==> config.mk <==
export PLATFORM = sky130hd
export DESIGN_NAME = uart_tx_arbiter
export DESIGN_NICKNAME = d
export VERILOG_FILES = /design/src/rtl/uart_tx_arbiter.sv
export SDC_FILE = /design/constraint.sdc
export NUM_CORES = 1
export LEC_CHECK = 0
export ABC_CLOCK_PERIOD_IN_PS = 5300
export CAP_MARGIN = 5
export CORE_MARGIN = 2
export CORE_UTILIZATION = 54
export DETAILED_ROUTE_END_ITERATION = 10
export GPL_TIMING_DRIVEN = 0
export PLACE_DENSITY = 0.85
export SLEW_MARGIN = 0
export SYNTH_ARGS = -nofsm -noshare
export SYNTH_HDL_FRONTEND = slang
export SYNTH_SLANG_ARGS = --single-unit
==> constraint.sdc <==
create_clock -name clk -period 5.3 [get_ports clk]
set_input_delay 1.06 -clock clk [delete_from_list [all_inputs] [get_ports clk]]
set_output_delay 1.06 -clock clk [all_outputs]
set_load 0.02 [all_outputs]
==> src/rtl/uart_tx_arbiter.sv <==
// Round-robin arbiter that shares one uart_tx between N_REQ byte sources.
// One byte per grant, with a watchdog that frees the transmitter if tx_done never comes.
module uart_tx_arbiter #(
    parameter int N_REQ       = 4,
    parameter int TIMEOUT_CYC = 200_000
) (
    input  logic               clk,
    input  logic               reset_n,
    input  logic [N_REQ-1:0]   req,
    input  logic [8*N_REQ-1:0] req_data,
    output logic [N_REQ-1:0]   ack,
    output logic [N_REQ-1:0]   grant,
    output logic               err_timeout,
    output logic               arb_busy,
    output logic               tx_start,
    output logic [7:0]         tx_data,
    input  logic               tx_busy,
    input  logic               tx_done
);

    localparam int PW = (N_REQ > 1) ? $clog2(N_REQ) : 1;
    localparam int WW = $clog2(TIMEOUT_CYC);
    localparam logic [WW-1:0] WD_LAST  = WW'(TIMEOUT_CYC - 1);
    localparam logic [PW-1:0] PTR_LAST = PW'(N_REQ - 1);

    typedef enum logic [1:0] {
        ST_IDLE      = 2'd0,
        ST_ISSUE     = 2'd1,
        ST_WAIT_DONE = 2'd2,
        ST_GAP       = 2'd3
    } state_t;

    state_t        state_r;
    logic [PW-1:0] rr_ptr_r;
    logic [PW-1:0] win_r;
    logic [WW-1:0] wd_r;

    logic          win_found_s;
    logic [PW-1:0] win_idx_s;
    logic [PW-1:0] rr_cand_s;
    logic [7:0]    win_data_s;
    logic [PW-1:0] next_ptr_s;

    function automatic logic [N_REQ-1:0] to_onehot(input logic [PW-1:0] idx);
        logic [N_REQ-1:0] v;
        v      = '0;
        v[idx] = 1'b1;
        return v;
    endfunction

    // Cyclic first-set search of req starting at rr_ptr_r
    always_comb begin
        win_found_s = 1'b0;
        win_idx_s   = '0;
        rr_cand_s   = '0;
        for (int k = 0; k < N_REQ; k++) begin
            rr_cand_s = PW'((int'(rr_ptr_r) + k) % N_REQ);
            if (!win_found_s && req[rr_cand_s]) begin
                win_found_s = 1'b1;
                win_idx_s   = rr_cand_s;
            end else begin
                win_found_s = win_found_s;
            end
        end
    end

    // Byte of the current search winner
    always_comb begin
        win_data_s = 8'h00;
        for (int j = 0; j < N_REQ; j++) begin
            if (win_idx_s == PW'(j)) begin
                win_data_s = req_data[8*j +: 8];
            end else begin
                win_data_s = win_data_s;
            end
        end
    end

    // Pointer moves past the served requester; explicit wrap keeps non-power-of-2 N_REQ correct
    always_comb begin
        if (win_r == PTR_LAST) begin
            next_ptr_s = '0;
        end else begin
            next_ptr_s = win_r + PW'(1);
        end
    end

    // Arbitration FSM with all outputs registered
    always_ff @(posedge clk or negedge reset_n) begin
        if (!reset_n) begin
            state_r     <= ST_IDLE;
            rr_ptr_r    <= '0;
            win_r       <= '0;
            wd_r        <= '0;
            tx_start    <= 1'b0;
            tx_data     <= 8'h00;
            grant       <= '0;
            ack         <= '0;
            err_timeout <= 1'b0;
            arb_busy    <= 1'b0;
        end else begin
            case (state_r)
                ST_IDLE: begin
                    if (win_found_s && !tx_busy) begin
                        grant    <= to_onehot(win_idx_s);
                        win_r    <= win_idx_s;
                        tx_data  <= win_data_s;
                        tx_start <= 1'b1;
                        arb_busy <= 1'b1;
                        state_r  <= ST_ISSUE;
                    end else begin
                        state_r  <= ST_IDLE;
                    end
                end
                ST_ISSUE: begin
                    tx_start <= 1'b0;
                    wd_r     <= '0;
                    state_r  <= ST_WAIT_DONE;
                end
                ST_WAIT_DONE: begin
                    // tx_done has priority over a watchdog expiry on the same cycle
                    if (tx_done) begin
                        ack      <= to_onehot(win_r);
                        grant    <= '0;
                        rr_ptr_r <= next_ptr_s;
                        state_r  <= ST_GAP;
                    end else if (wd_r == WD_LAST) begin
                        err_timeout <= 1'b1;
                        grant       <= '0;
                        rr_ptr_r    <= next_ptr_s;
                        state_r     <= ST_GAP;
                    end else begin
                        wd_r <= wd_r + WW'(1);
                    end
                end
                ST_GAP: begin
                    ack         <= '0;
                    err_timeout <= 1'b0;
                    arb_busy    <= 1'b0;
                    state_r     <= ST_IDLE;
                end
                default: begin
                    tx_start    <= 1'b0;
                    grant       <= '0;
                    ack         <= '0;
                    err_timeout <= 1'b0;
                    arb_busy    <= 1'b0;
                    state_r     <= ST_IDLE;
                end
            endcase
        end
    end

endmodule

* Yosys cells after proc, flatten, opt, wreduce, memory -nomap -nowiden
Index checks and enable logic that the tools add are counted.
** Cells by class
- Divide/modulo/power cells :: 0
- Reductions and logical operators :: 26
- Shift-type cells :: 0
- Bitwise operators :: 0
- Equal/unequal tests :: 14
- $lt $le $gt $ge :: 8
- $add $sub $neg :: 5
- Multiplexer cells :: 46
- Multiply operators :: 0
** Operator list (number)
- $mux W18 :: 2
- $pmux W18 S2 :: 1
- $mux W8 :: 4
- $add A18 B1 Y18 const B :: 1
- $eq A18 B18 Y1 const B :: 1
- $lt A2 B3 Y1 const B :: 6
- $mux W2 :: 9
- $mux W4 :: 4
- $pmux W4 S2 :: 2
- $mux W1 :: 14
- $reduce_bool A2 Y1 :: 6
- $eq A2 B2 Y1 const B :: 5
- $ne A2 B2 Y1 const B :: 5
- $reduce_and A2 Y1 :: 5
- $reduce_and A3 Y1 :: 3
- $bmux W1 S2 :: 4
- $pmux W2 S4 :: 1
- $logic_and A1 B1 Y1 :: 6
- $pmux W1 S2 :: 3
- $add A2 B1 Y2 const B :: 2
- $add A2 B2 Y2 const B :: 2
- $demux W1 S2 :: 2
- $eq A2 B1 Y1 const B :: 2
- $ge A2 B1 Y1 const B :: 2
- 3 further kinds :: 7
** Storage, ports and cells
- Bits in registers :: 43
- ROM bits :: 0
- Memories kept :: 0
- Latch bits :: 0
- Memory bits (writable) :: 0
- Output and inout port bits :: 19
- Logic and storage cells :: 109
- Input port bits :: 40

* Logic depth before layout (Yosys ltp)
Gate-level depths: netlist (run 1).
- Word-level depth :: 18
- Depth in mapped cells :: 8
- Gate-level depth less buffers :: 7

* Worst setup path after synthesis (run 1)
No wires, ideal clock.
- Kind :: in2reg
- Start :: input req[0]
- End :: register tx_data[6]
- Setup slack :: 2909 ps
- Buffers on the path :: 0
- Setup time :: 104 ps
- Cell stages on the path :: 5
- Arrival time :: 2287 ps
- Data required time :: 5196 ps
- Path through :: nor4_1 or3b_1 a211oi_1 o21ai_0 o311ai_1
** Between the ends
- Cells in the longest elaborated chain, start to end :: 17
- Elaborated cells on any way between the ends :: 32
- Classes of those cells :: eq/ne: 3; mux: 20; reduce/logical: 9
** RTL lines
- start, declared :: RTL line 9 : input logic [N_REQ-1:0] req,
- $bmux W1 S2 :: RTL line 58 : if (!win_found_s && req[rr_cand_s]) begin
- $mux W1 (implied by the code) :: RTL line 58
- $mux W1 :: RTL line 58
- $logic_not A1 Y1 :: RTL line 58
- $logic_and A1 B1 Y1 :: RTL line 58
- $mux W1 :: RTL line 58
- $logic_not A1 Y1 :: RTL line 58
- $logic_and A1 B1 Y1 :: RTL line 58
- $mux W1 :: RTL line 58
- $logic_not A1 Y1 :: RTL line 58
- $logic_and A1 B1 Y1 :: RTL line 58
- $mux W2 :: RTL line 58
- $logic_not A2 Y1 :: RTL line 71 : if (win_idx_s == PW'(j)) begin
- $mux W8 (4 in a row) :: RTL line 71
- end signal, assigned :: RTL line 107 : tx_data <= win_data_s;
- end, declared :: RTL line 16 : output logic [7:0] tx_data,
Parallel ways exist; a longest one is shown, timed or not. The select of a mux whose other input is x is not followed.
A chain may end at the register's enable or synchronous reset.

* Final worst setup path (run 1)
Ends and elaborated chain as after synthesis.

==> results of run 1 <==
## cells in the final DEF (no fill, tap or decap), types with 10 or more instances in the layout
cell and count:
clkdlybuf4s50_1 57, dfrtp_1 43, nand2_1 28, nand3_1 17, mux2i_1 12, o21ai_1 11
inv_1 10, nor2_1 10, nor3_1 10
## registers in the layout, indices dropped and copies added, names as in the netlist
signal and flops:
wd_r 18, tx_data 8, ack 4, grant 4, rr_ptr_r 2, state_r 2
win_r 2, arb_busy 1, err_timeout 1, tx_start 1
## through the flow
stage	worst slack (ns)	area, um2	hold WS, ns	cells	total power (W)
floorplan	2.909	2559	0.4709	271	0.0009159
detailed placement	1.859	3222	0.4728	384	0.001197
CTS	2.139	3303	0.5047	392	0.001398
global route	1.923	3303	0.5396	392	0.001494
global placement	1.906	3207	0.4710	383	0.001172
finish	2.095	3303	0.5031	392	0.001398
## final cells by class
class                   instances  area (um2)  area share
repair buffers                 59       595.6      0.1803
clock buffers                   7       76.32     0.02311
inverters                      10       37.54     0.01136
flip-flops and latches         43        1076      0.3258
multi-input cells             206        1381      0.4182
plain buffers                  12       63.81     0.01932
well taps                      54       67.56     0.02045
clock inverters                 1       5.005    0.001515
## worst paths after layout
check / startpoint / to / slack, ns / depth (start not counted)
setup / recovery: req[0] / tx_data[6] / 2.10 / 6
hold / removal: grant[1] / grant[1] / 0.50 / 1
setup reg to reg: state_r[1] / tx_data[6] / 2.80 / 6
hold reg to reg: grant[1] / grant[1] / 0.50 / 1
max in group asynchronous: reset_n / grant[3] / 4.18 / 2
min in group asynchronous: reset_n / wd_r[14] / 0.65 / 1
## worst register-to-register path: cells and delay by family, from the launching register on
family / cells / cell delay (ns)
flip-flops: 1 / 0.42
adder cells (fa/ha/maj): 1 / 0.22
AO/OA/AOI/OAI: 3 / 1.22
AND/OR/NAND/NOR: 1 / 0.43
buffers and inverters: 1 / 0.11
## kinds of logic (layout without fill, tap and decap cells)
logic type	Yosys count	count (layout)	synth area share
simple gates	105	105	0.2210
flops	43	43	0.4205
xor+xnor	3	3	0.01027
buf+inv	22	89	0.03961
fa+ha+maj	9	9	0.04401
mux	14	14	0.05575
compound gates	75	75	0.2088
## routing by layer
layer / vias up / GRT usage / wire length, um
li1: 1159 / - / -
met1: 1177 / 0.3464 / 2820
met2: 93 / 0.4081 / 3109
met3: 17 / 0.05525 / 367
met4: 0 / 0.09671 / 141
met5: - / 0 / 0
## where the power goes
group	switching [W]	internal, W
clock	0.000111	0.0000926
sequential	0.0000744	0.000424
combinational	0.000391	0.000306
total	0.000576	0.000822
==> results.cfg, run 1 <==
[setup_path]
critPathArrivalTime_ns = 3.40
crit_slowest_cell = a211oi_1
path_class = input port to register
critical-path-max-stage-delay_ns = 0.83
worst-path-max-fanout = 9
cp-end-kind = register
path_cells = clkdlybuf4s50_1 -> nor4_1 -> or3b_1 -> a211oi_1 -> o21ai_0 -> o311ai_1
cp_num_buf_inv = 1
cp_top_family = compound AO/OA/AOI/OAI gates
start_kind = input port
required_ns = 5.49

[finish]
fin_nets = 386
drive_gt1_frac = 0.05325
final.fill_count = 372
n_antenna_cell = 0
postLayoutCoreUtil = 0.7135
synthToLayoutAreaGrowth_pct = 29.10

[logic_synthesis]
postSynthCellCount = 271
synth_top_area_cell = dfrtp_1
synth_common_cells = dfrtp_1, nand2_1, nand3_1
ys.flop_type = dfrtp_1
avgSynthCellArea_um2 = 9.442
synth_nets = 320
synth-async-reset-ratio = 1.000
synth-edff-count = 0
synth_seq_cells = 43
synth-seq-area-share = 0.4205
yosysMostFrequentCell = dfrtp_1
netlist.area_leader.share = 0.4205
netlist_area_um2 = 2559
netlist_top_cells_area = dfrtp_1, mux2i_1, ha_1
ys.warnings.count = 0
yosysUniqueCellTypes = 49

[timing]
fmax_ghz = 0.3120
rsz0062_at_grt = no
final.min_clock_period_ns = 3.205
worst_pin_slew_ns = 1.022
clock_skew_ns = 0.008492
timing.slew.headroom = 0.3148
tns_ns = 0
setup_violations = 0
final_hold_viol_count = 0
period_share = 0.6047
slew_viol_final = 0

[placed_design]
dpl.hpwl_um = 4823
io_buffers = 58
place.gp.congestion = 0.9384

[clocking]
cts_tree = yes
cts_max_level = 2
postCtsHoldBufs = 0
clk_path_buf_depth = 2
cts-buffers-inserted = 5
clk_pin_slew_ns = 0.08
clk_latency_ns = 0.30
post_cts_buffers = 0
cts_resized = 0
clock_sinks = 43
ctsRootBufferMaster = clkbuf_8

[route]
antenna_left = 0
vias = 2446
dr.pass1.iters = 5
drc_errors = 0
drt-total-wl_um = 6438
via_per_inst = 6.240
drt-initial-drc-count = 208
wl_per_cell_um = 16.42

[global_route]
grt_pass1_vias = 2337
grt_max_degree = 31
grt_usage = 0.2571
grt_pass1_wl_um = 10700
grt_overflow = 0
antenna_found_initial = 0

[floorplanning]
ios = 59
num_rows = 25
start_util = 0.5527
dieWidth_um = 72.84
die_h_um = 72.84
die_area_um2 = 5305
core_um2 = 4629

[pwr]
power_density_nw_per_um2 = 423.2
ir_drop_mv = 0.3494
p_leak_nw = 1.422

[min_path]
hold_path.class = register to register

[job]
max-cap-violations = 0

[run_status]
status = finished clean
(Power assumes the default switching activity.)
==> inputs of run 2 (changes only) <==
- ABC_CLOCK_PERIOD_IN_PS: 5300 -> 3200
- CORE_UTILIZATION: 54 -> 50
- PLACE_DENSITY: 0.85 -> 0.8
- clock period: 5.3 -> 3.2 ns (I/O delays scaled with it)
==> run 2 against run 1 <==
Setup slack got worse by 1.6 ns; critical endpoint is now tx_data[3]; critical path depth unchanged; highest routed layer unchanged; clock power grew 120%; sequential power grew 65%; register-to-register slack got worse by 2.0 ns.
==> results.cfg, run 2 (same netlist as run 1, synthesis figures left out) <==
[run_status]
status = finished clean

[finish]
largest_reg_flops = 18
stdcell_count = 408
fin_area_um2 = 3367
final.fill_count = 446
n_antenna_cell = 0
drive_gt1_frac = 0.05917
fin_nets = 386
top_register = wd_r
reg_top3 = wd_r (18), tx_data (8)
layout_common_cells = clkdlybuf4s50_1, dfrtp_1, nand2_1
final_common_cell = clkdlybuf4s50_1
synthToLayoutAreaGrowth_pct = 31.59

[placed_design]
place_area_um2 = 3249
placed_cells = 400
dpl.hpwl_um = 4647
place.gp.congestion = 0.8377
io_buffers = 58
pre_cts_ws_ns = 0.2155

[floorplanning]
ios = 59
core_um2 = 5010
dieWidth_um = 75.54
die_h_um = 75.54
num_rows = 26
start_util = 0.5107
die_area_um2 = 5706

[setup_path]
cp-end-kind = register
critPathArrivalTime_ns = 2.86
path_class = input port to register
start_kind = input port
required_ns = 3.39
worst-path-max-fanout = 9

[clocking]
postCtsHoldBufs = 0
cts_resized = 0
cts_max_level = 2
cts_tree = yes
ctsRootBufferMaster = clkbuf_8
clock_sinks = 43
post_cts_buffers = 0
cts-buffers-inserted = 5
clk_pin_slew_ns = 0.08
clk_path_buf_depth = 2
clk_latency_ns = 0.30

[pwr]
pwr-share-clk = 0.182
seqPwrFrac = 0.341
ir_drop_mv = 0.3753
power_density_nw_per_um2 = 715.4
intPower_w = 0.001460
power.switching_w = 0.0009489
p_leak_nw = 1.444
p_comb_frac = 0.477
swShare = 0.3939

[route]
drc_errors = 0
antenna_left = 0
via_per_inst = 5.792
vias = 2363
dr.pass1.iters = 4
wl_per_cell_um = 14.99
drt-initial-drc-count = 124
drt-total-wl_um = 6115

[timing]
clock_skew_ns = 0.01130
fmax_ghz = 0.3737
whs_ns = 0.3085
tns_ns = 0
rsz0062_at_grt = no
final_hold_viol_count = 0
period_share = 0.8361
worst_pin_slew_ns = 0.9237
setup_violations = 0
final.min_clock_period_ns = 2.676
fin_ws_ns = 0.5243
timing.slew.headroom = 0.3805
slew_viol_final = 0

[global_route]
grt_overflow = 0
grt_pass1_vias = 2164
grt_max_degree = 24
grt_pass1_wl_um = 10160
grt_usage = 0.2367
antenna_found_initial = 0

[job]
max-cap-violations = 0

[min_path]
hold_path.class = input port to asynchronous set/reset pin
run 2: path summary, 6_finish.rpt:
kind	start	end	slack, ns	cells after the start
worst max register to register	wd_r[0]	grant[2]	0.77	7
max in group asynchronous	reset_n	grant[2]	2.39	2
worst min-delay path	reset_n	wd_r[8]	0.31	1
min in group clk	tx_data[4]	tx_data[4]	0.50	2
worst min register to register	tx_data[4]	tx_data[4]	0.50	2
worst max-delay path	req[0]	tx_data[3]	0.52	6
run 2: power groups by stage:
stage | Clock (W) | Sequential (W) | Combinational (W)
floorplan | 0 | 0.000937 | 0.000580
global placement | 0 | 0.000824 | 0.00112
detailed placement | 0 | 0.000828 | 0.00115
CTS | 0.000448 | 0.000822 | 0.00115
global route | 0.000470 | 0.000842 | 0.00126
finish | 0.000439 | 0.000821 | 0.00115
run 2: routing by layer:
layer  GRT usage  vias to the layer above  wire (um)
li1            -                     1158          -
met1      0.3302                     1138       2794
met2      0.3778                       60       2975
met3     0.05026                        7        255
met4     0.06043                        0         90
met5           0                        -          0
run 2: final cells by class:
class,count,area [um2],share of cell area
clock buffer,6,82.58,0.02453
buffer,12,63.81,0.01895
clock inverter,2,35.03,0.01041
sequential,43,1076,0.3196
timing repair buffer,59,603.1,0.1791
tap,70,87.58,0.02601
inverter,10,37.54,0.01115
multi-input combinational,206,1381,0.4103
run 2: per-stage QoR:
step	util	total power, W
after global routing	0.6721	0.002576
after global placement	0.6441	0.001948
after CTS	0.6721	0.002424
final	0.6721	0.002409
after floorplan	-	0.001517
after detailed placement	0.6486	0.001981
run 2: worst max-delay path, stage by stage:
cell and delay, ns:
clkdlybuf4s50_1 0.55, nor4_1 0.12, or3b_1 0.42, a211oi_1 0.75, o21ai_1 0.21, o311ai_0 0.17
==> inputs of run 3 (changes only) <==
- ABC_CLOCK_PERIOD_IN_PS: 3200 -> 2400
- CORE_UTILIZATION: 50 -> 45
- PLACE_DENSITY: 0.8 -> 0.76
- clock period: 3.2 -> 2.4 ns (I/O delays scaled with it)
==> run 3 against run 2 <==
First-iteration DRC count shrank 9.7%; hold slack got worse by 0.18 ns; final cell count is 1.2% higher; non-clock buffer count rose by 3; sequential power is 34% higher; via count fell by 1.8%; setup slack got worse by 0.43 ns; core utilization shrank 5.9 points; die area grew 11%; largest power group unchanged.
==> results.cfg, run 3 (same netlist as run 1, synthesis figures left out) <==
[run_status]
status = finished clean

[setup_path]
worst-path-max-fanout = 10
critical-path-max-stage-delay_ns = 0.51
path_cells = ha_4 -> nand3_1 -> or4b_1 -> buf_2 -> o21a_1 -> buf_6 -> and3_1 -> a211o_1
required_ns = 2.59
path_class = register to register
crit_slowest_cell = or4b_1
start_kind = register
cp-end-kind = register
critPathArrivalTime_ns = 2.49

[finish]
drive_gt1_frac = 0.07918
stdcell_count = 413
layout_common_cells = clkdlybuf4s50_1, dfrtp_1, nand2_1
reg_top3 = wd_r (18), tx_data (8)
fin_nets = 389
synthToLayoutAreaGrowth_pct = 31.98
top_register = wd_r
largest_reg_flops = 18
fin_area_um2 = 3377
n_antenna_cell = 0
final_common_cell = clkdlybuf4s50_1

[pwr]
power_density_nw_per_um2 = 922.4
p_leak_nw = 1.438
fin_total_pwr_w = 0.003115
ir_drop_mv = 0.5803

[timing]
timing.slew.headroom = 0.5609
clock_skew_ns = 0.007226
fmax_ghz = 0.4344
final_hold_viol_count = 0
period_share = 0.9591
final.min_clock_period_ns = 2.302
fin_ws_ns = 0.09821
slew_viol_final = 0
worst_pin_slew_ns = 0.6495
setup_violations = 0
rsz0062_at_grt = no

[global_route]
grt_max_degree = 26
grt_overflow = 0
grt_pass1_vias = 2170
grt_pass1_wl_um = 10300
antenna_found_initial = 0
grt_usage = 0.2074

[floorplanning]
dieWidth_um = 79.41
ios = 59
start_util = 0.4647
num_rows = 27
core_um2 = 5507
die_h_um = 79.41
die_area_um2 = 6305

[route]
wl_per_cell_um = 14.87
via_per_inst = 5.620
dr.pass1.iters = 4
vias = 2321
antenna_left = 0
drc_errors = 0
drt-initial-drc-count = 112
drt-total-wl_um = 6143

[placed_design]
placed_cells = 402
place.gp.congestion = 0.9411
place_area_um2 = 3244
io_buffers = 58
pre_cts_ws_ns = -0.4799
dpl.hpwl_um = 4629

[clocking]
clk_pin_slew_ns = 0.08
cts_max_level = 2
cts_tree = yes
postCtsHoldBufs = 0
clk_latency_ns = 0.30
clock_sinks = 43
ctsRootBufferMaster = clkbuf_8
clk_path_buf_depth = 2
cts-buffers-inserted = 5

[job]
max-cap-violations = 0

[min_path]
hold_path.class = input port to asynchronous set/reset pin
run 3: critical path: cells and delay by family (launching register included):
family | cells | cell delay (ns)
AND/OR/NAND/NOR | 3 | 0.79
AO/OA/AOI/OAI | 2 | 0.46
flip-flops | 1 | 0.43
buffers and inverters | 2 | 0.33
adder cells (fa/ha/maj) | 1 | 0.18
run 3: final timing paths:
check	startpoint	to	slack (ns)	depth (start not counted)
setup / recovery	wd_r[1]	wd_r[4]	0.1	8
hold / removal	reset_n	wd_r[15]	0.13	1
setup reg to reg	wd_r[1]	wd_r[4]	0.1	8
hold reg to reg	tx_data[6]	tx_data[6]	0.49	2
max in group asynchronous	reset_n	wd_r[0]	1.78	2
min in group clk	tx_data[6]	tx_data[6]	0.49	2
run 3: per-stage QoR:
stage | hold slack (ns) | utilization | TNS [ns]
global placement | 0.4684 | 0.5865 | -17.03
global route | 0.1564 | 0.6133 | 0
floorplan | 0.1844 | - | 0
finish | 0.1254 | 0.6133 | 0
detailed placement | 0.4579 | 0.5892 | -4.227
CTS | 0.1315 | 0.6049 | 0
run 3: cell type report:
class	count	area, um2
well taps	72	90.09
repair buffers	62	618.1
clock inverters	1	5.005
plain buffers	12	67.56
flip-flops and latches	43	1077
fillers	473	2130
clock buffers	7	76.32
inverters	10	37.54
multi-input cells	206	1405
run 3: routing by layer:
| metal | GRT usage | vias up | wire length [um] |
|---|---|---|---|
| met2 | 0.3398 | 71 | 2997 |
| met5 | 0 | - | 0 |
| met3 | 0.05204 | 8 | 363 |
| li1 | - | 1154 | - |
| met1 | 0.2668 | 1088 | 2707 |
| met4 | 0.07241 | 0 | 74 |
run 3: power by group:
| group | leakage (nW) | internal (W) | switching (W) |
|---|---|---|---|
| registers | 0.566 | 0.000937 | 0.000167 |
| logic | 0.830 | 0.000704 | 0.000858 |
| clock network | 0.0422 | 0.000204 | 0.000244 |
| total | 1.44 | 0.00185 | 0.00127 |
run 3: repair_timing:
action,4_1_cts,5_1_grt
resized for setup,1,9
setup endpoints to repair,10,16
setup buffers,0,3
pin swaps,1,1
gates cloned,0,0
